## config.mk

```make
export PLATFORM = sky130hd
export DESIGN_NAME = pipe_reg_chain
export DESIGN_NICKNAME = d
export VERILOG_FILES = /design/src/rtl/pipe_reg_chain.sv
export SDC_FILE = /design/constraint.sdc
export NUM_CORES = 1
export LEC_CHECK = 0
export ABC_AREA = 1
export CORE_MARGIN = 2
export CORE_UTILIZATION = 32
export CTS_CLUSTER_SIZE = 10
export DETAILED_ROUTE_END_ITERATION = 7
export PLACE_DENSITY = 0.53
export SLEW_MARGIN = 40
export SYNTH_ARGS = -nofsm -noshare
export SYNTH_HDL_FRONTEND = slang
export SYNTH_SLANG_ARGS = --single-unit
```

## constraint.sdc

```tcl
create_clock -name clk -period 2.2 [get_ports clk]
set_input_delay 0.44 -clock clk [delete_from_list [all_inputs] [get_ports clk]]
set_output_delay 0.44 -clock clk [all_outputs]
set_load 0.03 [all_outputs]
```

## src/rtl/pipe_reg_chain.sv

```systemverilog
// pipe_reg_chain: parameterised elastic register pipeline.
//   DEPTH stages, each with a valid bit and WIDTH-bit data register, joined by
//   a combinational ready chain. An empty stage accepts new data even while a
//   stage further downstream is stalled, so gaps between beats close up.
//   flush clears all valids in one cycle. occupancy counts the valid stages.
//
// Ports:
//   clk        clock, rising edge
//   rstn       synchronous reset, active-low
//   flush      synchronous clear of every stage valid
//   in_valid   upstream beat present
//   in_ready   pipe accepts a beat this cycle; forced to 1 during reset
//   in_data    upstream data
//   out_valid  valid bit of the last stage
//   out_ready  downstream accepts a beat
//   out_data   data of the last stage
//   occupancy  number of valid stages
module pipe_reg_chain #(
  parameter int               WIDTH          = 32,
  parameter int               DEPTH          = 4,
  parameter logic [WIDTH-1:0] RST_VAL        = '0,
  parameter bit               FLUSH_CLR_DATA = 1'b0,
  localparam int              OCC_W          = $clog2(DEPTH+1)
) (
  input  logic             clk,
  input  logic             rstn,
  input  logic             flush,
  input  logic             in_valid,
  output logic             in_ready,
  input  logic [WIDTH-1:0] in_data,
  output logic             out_valid,
  input  logic             out_ready,
  output logic [WIDTH-1:0] out_data,
  output logic [OCC_W-1:0] occupancy
);

  logic [DEPTH-1:0]            v_q;
  logic [DEPTH-1:0][WIDTH-1:0] d_q;
  logic [DEPTH-1:0]            rdy;
  logic [DEPTH-1:0]            up_v;
  logic [DEPTH-1:0][WIDTH-1:0] up_d;
  logic [OCC_W-1:0]            occ_q, occ_d;
  logic                        in_fire, out_fire;

  // Ready flows backwards: a stage can load if it is empty or its successor
  // can load. The last stage looks at out_ready.
  assign rdy[DEPTH-1] = !v_q[DEPTH-1] | out_ready;

  genvar k;
  generate
    for (k = 0; k < DEPTH; k++) begin : g_stage
      if (k == 0) begin : g_head
        assign up_v[k] = in_valid;
        assign up_d[k] = in_data;
      end else begin : g_body
        assign up_v[k] = v_q[k-1];
        assign up_d[k] = d_q[k-1];
      end

      if (k < DEPTH-1) begin : g_rdy
        assign rdy[k] = !v_q[k] | rdy[k+1];
      end

      always_ff @(posedge clk) begin
        if (!rstn) begin
          v_q[k] <= 1'b0;
          d_q[k] <= RST_VAL;
        end else if (flush) begin
          v_q[k] <= 1'b0;
          if (FLUSH_CLR_DATA) d_q[k] <= RST_VAL;
        end else if (rdy[k]) begin
          v_q[k] <= up_v[k];
          // Bubbles move without disturbing the data register.
          if (up_v[k]) d_q[k] <= up_d[k];
        end
      end
    end
  endgenerate

  // During reset the pipe advertises ready; anything offered is dropped.
  assign in_ready  = !rstn | rdy[0];
  assign out_valid = v_q[DEPTH-1];
  assign out_data  = d_q[DEPTH-1];

  assign in_fire  = in_valid & in_ready;
  assign out_fire = out_valid & out_ready;

  always_comb begin
    occ_d = occ_q + OCC_W'(in_fire) - OCC_W'(out_fire);
    if (flush) occ_d = '0;
  end

  always_ff @(posedge clk) begin
    if (!rstn) occ_q <= '0;
    else       occ_q <= occ_d;
  end

  assign occupancy = occ_q;

endmodule

```

==> impl_metrics.yaml <==
clock_network:
  insertion_delay_ps: 410
  post_cts_buffers: 0
  cts_root_buffer: "clkbuf_16"
  numCtsBuffers: 17
  clock_sinks: 135
  cts_resized: 1
  hold_buffers: 0
  cts_buffer_depth: 2
  clkTransAtPathRegs_ps: 60
  cts_max_level: 4
  cts_tree: "done"
detailed_routing:
  routed_wl_mm: 10.5
  drtIter0Drc: 195
  viasPerCell: 4.22
  dr.pass1.iters: 4
  vias: 4038
  drc_errors: 0
  wire_per_inst_um: 11.0
  ant_nets: 0
grt:
  grt_use_met1: 0.187
  grt_util_all_layers: 0.127
  grt_util_met2: 0.171
  antenna_found_initial: 0
  grt_pass1_vias: 3873
  grt.overflow.total: 0
  grt_max_degree: 130
  grt_pass1_wl_mm: 18.5
  grtUsageMet3: 0.0379
  top_usage_layer: "met1"
critical_path:
  cp-start-kind: "flip-flop"
  slowest_delay_ps: 350
  worstSetupEndpointType: "output pin"
  crit_type: "reg -> out"
  cp-startpoint: "out_valid"
  cp_data_arrival_time_ps: 1590
  path_cells: "inv_2 -> nor2_4 -> nand4_2 -> inv_2 -> nand2_4 -> buf_4 -> dlygate4sd2_1"
  worstPathRequired_ps: 1760
  r2r-start: "out_valid"
  crit_family: "buffers and inverters"
  worst-path-max-fanout: 3
  cp_common_cell: "inv_2"
  crit_buf_inv: 4
  worst-r2r-setup-slack_ps: 230
  slowest_stage: "dfxtp_4"
yosys:
  ys_types: 22
  synth_area_um2: 5280
  yosysSeqAreaShare: 0.512
  yosys_warnings: 0
  syn_nets: 743
  post_synth.cell_area_avg_um2: 7.51
  synth_cells: 703
  synth_seq_cells: 135
finish:
  areaGrowthSynthToFinish_pct: 23.0
  seq_area_um2: 2710
  nFillCells: 1692
  antenna_cells: 0
  nNetsFinal: 767
  multi_input_area_um2: 1950
  drive_gt1_frac: 0.0757
power:
  p_leak_nw: 2.62
  report.power.total_mw: 5.54
  vdd_drop_max_mv: 0.522
  powerDensity_nw_per_um2: 853
timing:
  post-route-period-util: 0.923
  maxSlewHeadroom: 0.495
  rsz0062_at_grt: "no"
  fmax_mhz: 492
  hold_viol: 0
  skew_ps: 8.01
  slew_violations: 0
  finalSetupTns_ps: 0
  setup_viol: 0
  worst_pin_slew_ps: 757
  worst_slack_ps: 169
  layout_min_cycle_time_ps: 2030
run:
  drv_cap: 0
placement:
  gp_congestion: 0.744
  portBuffers: 73
  dp_worst_setup_slack_ps: -309
  hpwl_mm: 7.09
hold_path:
  min_from: "d_q[0]"
  hold_class: "reg -> reg"
floorplan:
  die_w_um: 132
  die_area_um2: 17500
  boundaryPins: 74
  start_util: 0.330
  fp.coreArea_um2: 16000
  rows: 46
  die_h_um: 132
run_status:
  status: "complete, no violations"
[cells in the mapped netlist]
cell type    n  share of area
a21oi_1     36          0.034
buf_1        2         0.0014
buf_2       25          0.024
buf_4       36          0.051
buf_6        1         0.0021
clkbuf_1    13         0.0092
dfxtp_1    135           0.51
fa_1         1         0.0038
ha_1         2         0.0047
inv_1       43          0.031
inv_2        4         0.0028
nand2_1     38          0.027
nand2_2      2         0.0024
nand3_1     34          0.032
nand4_2      1         0.0024
nor2_1     230           0.16
nor2_2       1         0.0012
nor2_4       1         0.0021
o21ai_0     71          0.067
o21ai_1     25          0.024
or2_2        1         0.0012
xor2_1       1         0.0017
[sequential cells by signal (all words and copies together) (netlist names)]
register   count
out_valid      1
up_v           3
occupancy      3
d_q           96
out_data      32
[per-layer routing]
layer	vias to the layer above	wire, um
li1	2234	-
met1	1707	5800
met2	81	4020
met3	16	487
met4	0	192
met5	-	0
[per-stage QoR]
stage / hold slack (ps) / instances / utilization / instance area (um^2)
global route: 503 / 956 / 0.406 / 6500
CTS: 480 / 956 / 0.406 / 6490
floorplan: 446 / 703 / - / 5300
global placement: 463 / 924 / 0.370 / 5930
finish: 471 / 956 / 0.406 / 6500
detailed placement: 464 / 924 / 0.371 / 5930
[tightest hold or removal path, delay by kind of cell (launching register included)]
family	cells	cell delay [ps]
AOI/OAI and AO/OA	1	40
DFF	1	320
and+or+nand+nor	1	80
[cell type report]
class,count,share of cell area
timing repair buffer,82,0.127
clock buffer,20,0.0718
sequential,135,0.417
clock inverter,12,0.0154
multi-input combinational,444,0.300
tap,216,0.0416
inverter,47,0.0272
[cells by family after synthesis]
kind of cell,Yosys count,synth area share
XOR/XNOR,1,0.00166
adder cells (fa/ha/maj),3,0.00853
buffers and inverters,124,0.121
AO/OA/AOI/OAI,132,0.125
AND/OR/NAND/NOR,308,0.232
flip-flops,135,0.512
[report_power, final]
group | leakage, nW | internal (mW) | switching, mW
clock | 0.286 | 1.64 | 1.02
combinational | 1.24 | 0.155 | 0.180
sequential | 1.10 | 2.52 | 0.0388
total | 2.62 | 4.31 | 1.23
[layout by cell type (no fill, tap or decap), types with 7 or more instances in the layout]
| cell | Yosys | layout |
|---|---|---|
| o21ai_1 | 25 | 25 |
| clkdlybuf4s50_1 | 0 | 70 |
| nand3_1 | 34 | 34 |
| o21ai_0 | 71 | 71 |
| buf_4 | 36 | 7 |
| nand2_1 | 38 | 37 |
| inv_1 | 43 | 41 |
| dfxtp_1 | 135 | 134 |
| nor2_1 | 230 | 230 |
| a21oi_1 | 36 | 36 |
| clkbuf_16 | 0 | 17 |
[path summary, 6_finish.rpt]
check / endpoint / cells after the start
setup / recovery: in_ready / 7
hold reg to reg: d_q[0] / 2
hold / removal: d_q[0] / 2
setup reg to reg: occupancy[2] / 14
Note: power is estimated with default switching activity, not from simulation.
